--- src/rtl/switch_input_ctrl.sv ---
// DIP-switch input peripheral: two-flop sync, tick-sampled debounce, sticky W1C edge flags.
// Optional SW_IRQ_EN adds a MASK register and a level interrupt; without it irq is tied low.
module switch_input_ctrl #(
  parameter int WIDTH      = 32,
  parameter int DEB_CYCLES = 250000,
  parameter int CNT_W      = 18
) (
  input  logic             clk,
  input  logic             reset,
  input  logic [WIDTH-1:0] sw_in,
  input  logic [1:0]       addr,
  input  logic             WE,
  input  logic [31:0]      din,
  output logic [31:0]      RD,
  output logic             irq
);

  logic [WIDTH-1:0] sync1_reg;
  logic [WIDTH-1:0] sync2_reg;
  logic [WIDTH-1:0] samp_reg;
  logic [WIDTH-1:0] stable_reg;
  logic [WIDTH-1:0] stable_next;
  logic [WIDTH-1:0] edge_flags_reg;
  logic [WIDTH-1:0] edge_flags_next;
  logic [WIDTH-1:0] qualify;
  logic [WIDTH-1:0] edge_clr;
  logic [CNT_W-1:0] cnt_reg;
  logic             tick;

  assign tick = (cnt_reg == CNT_W'(DEB_CYCLES - 1));

  always_ff @(posedge clk) begin
    if (reset) begin
      cnt_reg <= '0;
    end else if (tick) begin
      cnt_reg <= '0;
    end else begin
      cnt_reg <= cnt_reg + 1'b1;
    end
  end

  assign edge_clr = (WE && addr == 2'd1) ? din[WIDTH-1:0] : '0;

  // A level is accepted only after it has been seen on two consecutive ticks.
  genvar gi;
  generate
    for (gi = 0; gi < WIDTH; gi++) begin : g_bit
      assign qualify[gi]         = tick && (sync2_reg[gi] == samp_reg[gi])
                                        && (sync2_reg[gi] != stable_reg[gi]);
      assign stable_next[gi]     = qualify[gi] ? sync2_reg[gi] : stable_reg[gi];
      // A new qualification overrides a simultaneous clear.
      assign edge_flags_next[gi] = qualify[gi] | (edge_flags_reg[gi] & ~edge_clr[gi]);
    end
  endgenerate

  always_ff @(posedge clk) begin
    if (reset) begin
      sync1_reg      <= '0;
      sync2_reg      <= '0;
      samp_reg       <= '0;
      stable_reg     <= '0;
      edge_flags_reg <= '0;
    end else begin
      sync1_reg      <= sw_in;
      sync2_reg      <= sync1_reg;
      if (tick) begin
        samp_reg <= sync2_reg;
      end
      stable_reg     <= stable_next;
      edge_flags_reg <= edge_flags_next;
    end
  end

`ifdef SW_IRQ_EN
  logic [WIDTH-1:0] mask_reg;

  always_ff @(posedge clk) begin
    if (reset) begin
      mask_reg <= '0;
    end else if (WE && addr == 2'd2) begin
      mask_reg <= din[WIDTH-1:0];
    end
  end

  assign irq = |(edge_flags_reg & mask_reg);
`else
  assign irq = 1'b0;
`endif

  always_comb begin
    RD = '0;
    case (addr)
      2'd0: RD[WIDTH-1:0] = stable_reg;
      2'd1: RD[WIDTH-1:0] = edge_flags_reg;
`ifdef SW_IRQ_EN
      2'd2: RD[WIDTH-1:0] = mask_reg;
`endif
      default: RD = '0;
    endcase
  end

endmodule

--- config.mk ---
export PLATFORM = sky130hd
export DESIGN_NAME = switch_input_ctrl
export DESIGN_NICKNAME = d
export VERILOG_FILES = /design/src/rtl/switch_input_ctrl.sv
export SDC_FILE = /design/constraint.sdc
export NUM_CORES = 1
export LEC_CHECK = 0
export CORE_MARGIN = 5
export CORE_UTILIZATION = 45
export CTS_CLUSTER_SIZE = 24
export DETAILED_ROUTE_END_ITERATION = 10
export GPL_TIMING_DRIVEN = 0
export HOLD_SLACK_MARGIN = 0.1
export MAX_ROUTING_LAYER = met4
export PLACE_DENSITY = 0.79
export SLEW_MARGIN = 20
export SYNTH_ARGS = -nofsm -noshare
export SYNTH_HDL_FRONTEND = slang
export SYNTH_SLANG_ARGS = --single-unit
--- constraint.sdc ---
create_clock -name clk -period 3.7 [get_ports clk]
set_input_delay 0.555 -clock clk [delete_from_list [all_inputs] [get_ports clk]]
set_output_delay 0.555 -clock clk [all_outputs]
set_load 0.02 [all_outputs]
==> run metrics, run 1 <==
post-route ant nets=0; initial core utilization=0.456; kind of critical path=input port to primary output; post-CTS resize count=0; GRT Resource Usage Total=0.218; Post-Synth Simple-Gate Area=0.222; Yosys reg bits=178; Slew HR=0.238; area share of xor/xnor cells in the synthesized design=0.0163; Hold Path Class=register to register; GPL Wtd Cong=0.891; first-pass GRT wire length=~33000 um; Crit path max-delay family=buffers and inverters; design area=9380 um^2; syn avg cell area=8.32 um^2; H-tree Lvls=4; Clock Tree Buf Depth=2; Die Wd=139 um; most frequent cells in the layout=dfxtp_1 (178), o21ai_0 (129), clkdlybuf4s50_1 (97); final core utilization=0.569; fin. max-slew vios=0; Final nets=1089; Worst Clk Skew=between 9 and 10 ps; synthesized netlist cell count=903; Switching Power=0.834 mW; Top cell by count, worst path=clkbuf_1; FMAX=between 300 and 400 MHz; combinational share of power=0.047; RSZ-0062 raised after global routing=no; Post-Synth Adder-Cell Area=0.00167; CP peak stage delay=830 ps; commonest non-fill, non-tap cell in the layout=dfxtp_1; crit end category=primary output; setup_tns=0 ps; core area=~16000 um^2; CTS Buf Count=17; Tcrit/Tclk final=0.878; clock sinks=approximately 180; area delta synth->final=24.9%; largest family of logic cells by synthesized area=simple AND/OR/NAND/NOR gates; drt pass-1 iters=7; num rows=47; CP Launch Type=input port; # fillers=1518; final wirelength=20500 um; maximum vdd drop=0.000330 V; worst path cell trace=clkbuf_1, clkbuf_1, mux2i_1, nor2_1, clkdlybuf4s50_1; CP required=~3100 ps; vias per inst=5.53; via count=6923; CP bufs+invs=3; 1st-iter DRT viols=between 700 and 800; Root Driver=clkbuf_16; yosys warns=0; register area=around 3600 um^2; max-cap viol count=0; Worst Tran Pin Value=about 1100 ps; multiplexer share of the synthesized area=0.0440; Multi-input gate area=approximately 3500 um^2; Post-CTS Hold Fix Bufs=0; initial antenna violation count=0; Pwr Density=432 nW/um^2; Sw Ratio=0.206; Post-Syn Area=between 7000 and 8000 um^2; placed instance area=~8800 um^2; Pleak=approximately 3.2 nW; post-CTS setup buffers=0; sequential fraction of the synthesis area=0.475; port bufs=97; Cell Count, Final, Fillers Out=1252; post-route DRC violation count=0; status=finished, final reports clean; Worst EP arrival=2690 ps; Worst-Skew Late Latency=430 ps; crit-path max FO=10; Compound-Gate Fraction of Synth Area=0.184; layout cell share with drive strength beyond 1=0.0359; Clock transition at path regs=60 ps; Crit-path slowest cell=clkbuf_1; total die area=19400 um^2; setup violators final=0; placed insts=1220; sequential share of power=0.487; ANT cells=0; vias in the first global route=6677; syn_nets=973; I/O Pins=roughly 100; Netlist cell types=33; GRT overflow=0; dpl hpwl=14500 um; internal power=approximately 3.2 mW; clock group share of total power=0.466; crit path time final=3250 ps; CTS tree=yes; largest net degree at the start of global routing=17; final hold violations=0; per-cell routed wire length=16.4 um; die height=between 100 and 150 um
==> power groups by stage <==
stage                     Combinational, mW  Sequential [mW]  Clock, mW
after floorplan                      0.0848             2.01          0
after global placement                0.188             2.01          0
after detailed placement              0.190             2.01          0
after CTS                             0.191             1.97       1.90
after global routing                  0.206             1.98       2.00
final                                 0.190             1.97       1.89
==> cells by family after synthesis <==
group           count (synthesis)
buf+inv                       103
mux                            33
other cells                     1
fa+ha+maj                       1
xor+xnor                       14
compound gates                260
flops                         178
simple gates                  313
==> cell type report <==
class,count,share of cell area
buffer,66,0.0306
clock buffer,23,0.0499
clock inverter,9,0.0163
inverter,37,0.0148
multi-input combinational,622,0.375
sequential,178,0.380
tap,220,0.0294
timing repair buffer,97,0.104
==> Yosys cell counts, drive strengths merged <==
cell type / count / share of area
a21oi: 66 / 0.044
a31oi: 32 / 0.027
and3: 2 / 0.0017
buf: 7 / 0.0087
clkbuf: 59 / 0.029
conb: 1 / 0.00050
dfxtp: 178 / 0.47
ha: 1 / 0.0017
inv: 37 / 0.018
mux2i: 33 / 0.044
nand2: 33 / 0.016
nand2b: 33 / 0.027
nand3: 71 / 0.047
nand3b: 1 / 0.0010
nand4: 6 / 0.0050
nand4b: 1 / 0.0012
nor2: 52 / 0.026
nor2b: 65 / 0.054
nor3: 4 / 0.0027
nor4: 6 / 0.0058
nor4b: 1 / 0.0012
o21ai: 129 / 0.086
o21bai: 1 / 0.0010
o22ai: 32 / 0.027
or2: 2 / 0.0017
or3: 34 / 0.028
or4: 2 / 0.0020
xnor2: 12 / 0.014
xor2: 2 / 0.0023
==> through the flow <==
stage / power [mW] / hold WS [ps] / setup slack, ps
detailed placement: 2.21 / 422 / 458
CTS: 4.07 / 434 / 447
global placement: 2.20 / 417 / 508
finish: 4.05 / 428 / 451
floorplan: 2.09 / 414 / 1470
global route: 4.18 / 453 / 337
==> path summary, 6_finish.rpt <==
| path | from | slack (ps) | depth (start not counted) | to |
|---|---|---|---|---|
| worst min register to register | sync1_reg[2] | 430 | 1 | sync2_reg[2] |
| worst min-delay path | sync1_reg[2] | 430 | 1 | sync2_reg[2] |
| worst max-delay path | addr[0] | 450 | 5 | RD[30] |
| worst max register to register | cnt_reg[10] | 1140 | 5 | edge_flags_reg[28] |
==> per-layer routing <==
layer  global-route usage  share of wire  routed length, um
met1                0.263           0.42               8570
met2                0.349           0.48               9810
met3               0.0521          0.067               1370
met4               0.0917          0.038                786
met5                    -              0                  0
Note: power is estimated with default switching activity, not from simulation.
==> inputs of run 2 (changes only) <==
- CORE_ASPECT_RATIO: default -> 1.1
- CTS_BUF_LIST: default -> sky130_fd_sc_hd__clkbuf_4 sky130_fd_sc_hd__clkbuf_8 sky130_fd_sc_hd__clkbuf_16
==> run 2 against run 1 <==
  * Clock-buffer cell count fell by 4
  * Final cell count down 1.3%
  * Global-route usage is 0.34 points higher
  * Register-to-register slack better by 130 ps
  * Critical path type unchanged
  * Combinational power barely moved
  * Cell area about the same
  * Die area hardly changed
  * Sequential cell count is the same
==> run metrics, run 2 (same netlist as run 1, synthesis figures left out) <==
initial antenna violation count=0; Post-CTS Hold Fix Bufs=0; combinational share of power=0.047; post-CTS resize count=0; Tcrit/Tclk final=0.885; most frequent cells in the layout=dfxtp_1 (178), o21ai_0 (129), clkdlybuf4s50_1 (97); worst path cell trace=clkbuf_1, clkbuf_1, mux2i_1, nor2_1, clkdlybuf4s50_1; Crit-path slowest cell=clkbuf_1; placed instance area=8730 um^2; crit-path max FO=10; status=finished, final reports clean; final hold violations=0; num rows=49; port bufs=97; total power=4.07 mW; maximum vdd drop=0.000334 V; internal power=~3.2 mW; GRT Resource Usage Total=0.221; Worst EP arrival=2720 ps; CP Launch Type=input port; Worst Clk Skew=9.59 ps; sequential share of power=0.484; Pleak=3.18 nW; 1st-iter DRT viols=733; Top cell by count, worst path=clkbuf_1; Sw Ratio=0.212; final wirelength=20900 um; CTS tree=yes; initial core utilization=0.459; Final nets=1089; FMAX=a little over 300 MHz; setup_tns=0 ps; GPL Wtd Cong=0.858; Clock Tree Buf Depth=2; RSZ-0062 raised after global routing=no; clock group share of total power=0.469; total die area=just under 20000 um^2; drt pass-1 iters=6; Worst-Skew Late Latency=430 ps; crit path time final=3270 ps; max-cap viol count=0; clock sinks=178; Slew HR=0.285; GRT overflow=0; layout cell share with drive strength beyond 1=0.0397; fin. max-slew vios=0; CP peak stage delay=840 ps; per-cell routed wire length=between 15 and 20 um; CP required=approximately 3100 ps; via count=6989; core area=16400 um^2; Switching Power=0.865 mW; vias per inst=5.65; H-tree Lvls=4; Worst Tran Pin Value=1070 ps; Pwr Density=approximately 430 nW/um^2; post-route DRC violation count=0; Root Driver=clkbuf_16; setup violators final=0; commonest non-fill, non-tap cell in the layout=dfxtp_1; Die Wd=133 um; CTS Buf Count=17; crit end category=primary output; area delta synth->final=24.8%; I/O Pins=roughly 100; vias in the first global route=6728; post-route ant nets=0; ANT cells=0; Clock transition at path regs=around 60 ps; kind of critical path=input port to primary output; first-pass GRT wire length=~34000 um; Hold Path Class=register to register; die height=145 um; largest net degree at the start of global routing=17; design area=9370 um^2; post-CTS setup buffers=0; dpl hpwl=between 10000 and 15000 um
## run 2: layout make-up
| cell class | count | area (um^2) |
|---|---|---|
| clock inverter | 13 | 183 |
| clock buffer | 19 | 447 |
| multi-input combinational | 622 | 3530 |
| timing repair buffer | 97 | 971 |
| sequential | 178 | 3560 |
| buffer | 66 | 287 |
| fill | 1446 | 7000 |
| inverter | 37 | 139 |
| tap | 204 | 255 |
## run 2: path summary, 6_finish.rpt
kind / to / start / slack (ps) / cells after the start
max: RD[30] / addr[0] / 430 / 5
min: sync2_reg[28] / sync1_reg[28] / 430 / 1
max reg2reg: stable_reg[1] / cnt_reg[0] / 1270 / 7
min reg2reg: sync2_reg[28] / sync1_reg[28] / 430 / 1
## run 2: per-layer routing
| layer | track usage | up-vias | wire length, um |
|---|---|---|---|
| met5 | - | - | 0 |
| met3 | 0.0581 | 42 | 1590 |
| met4 | 0.0802 | 0 | 554 |
| met1 | 0.262 | 3245 | 8690 |
| li1 | - | 3382 | - |
| met2 | 0.363 | 320 | 10100 |
## run 2: worst max-delay path: cells and delay by family
family | cells | cell delay (ps)
multiplexers | 1 | 180
buffers and inverters | 3 | 1740
AND/OR/NAND/NOR | 1 | 240
## run 2: power by group through the flow
| stage | logic, mW | registers, mW | clock network [mW] |
|---|---|---|---|
| after floorplan | 0.0848 | 2.01 | 0 |
| after detailed placement | 0.192 | 2.01 | 0 |
| after global placement | 0.190 | 2.01 | 0 |
| after global routing | 0.206 | 1.98 | 2.03 |
| after CTS | 0.192 | 1.97 | 1.93 |
| final | 0.191 | 1.97 | 1.91 |
## run 2: through the flow
stage,cells,hold slack (ps),utilization,setup WS [ps]
after global placement,1204,417,0.534,461
final,1236,434,0.573,427
after global routing,1236,455,0.573,293
after floorplan,903,414,-,1470
after CTS,1236,436,0.572,429
after detailed placement,1204,420,0.534,451
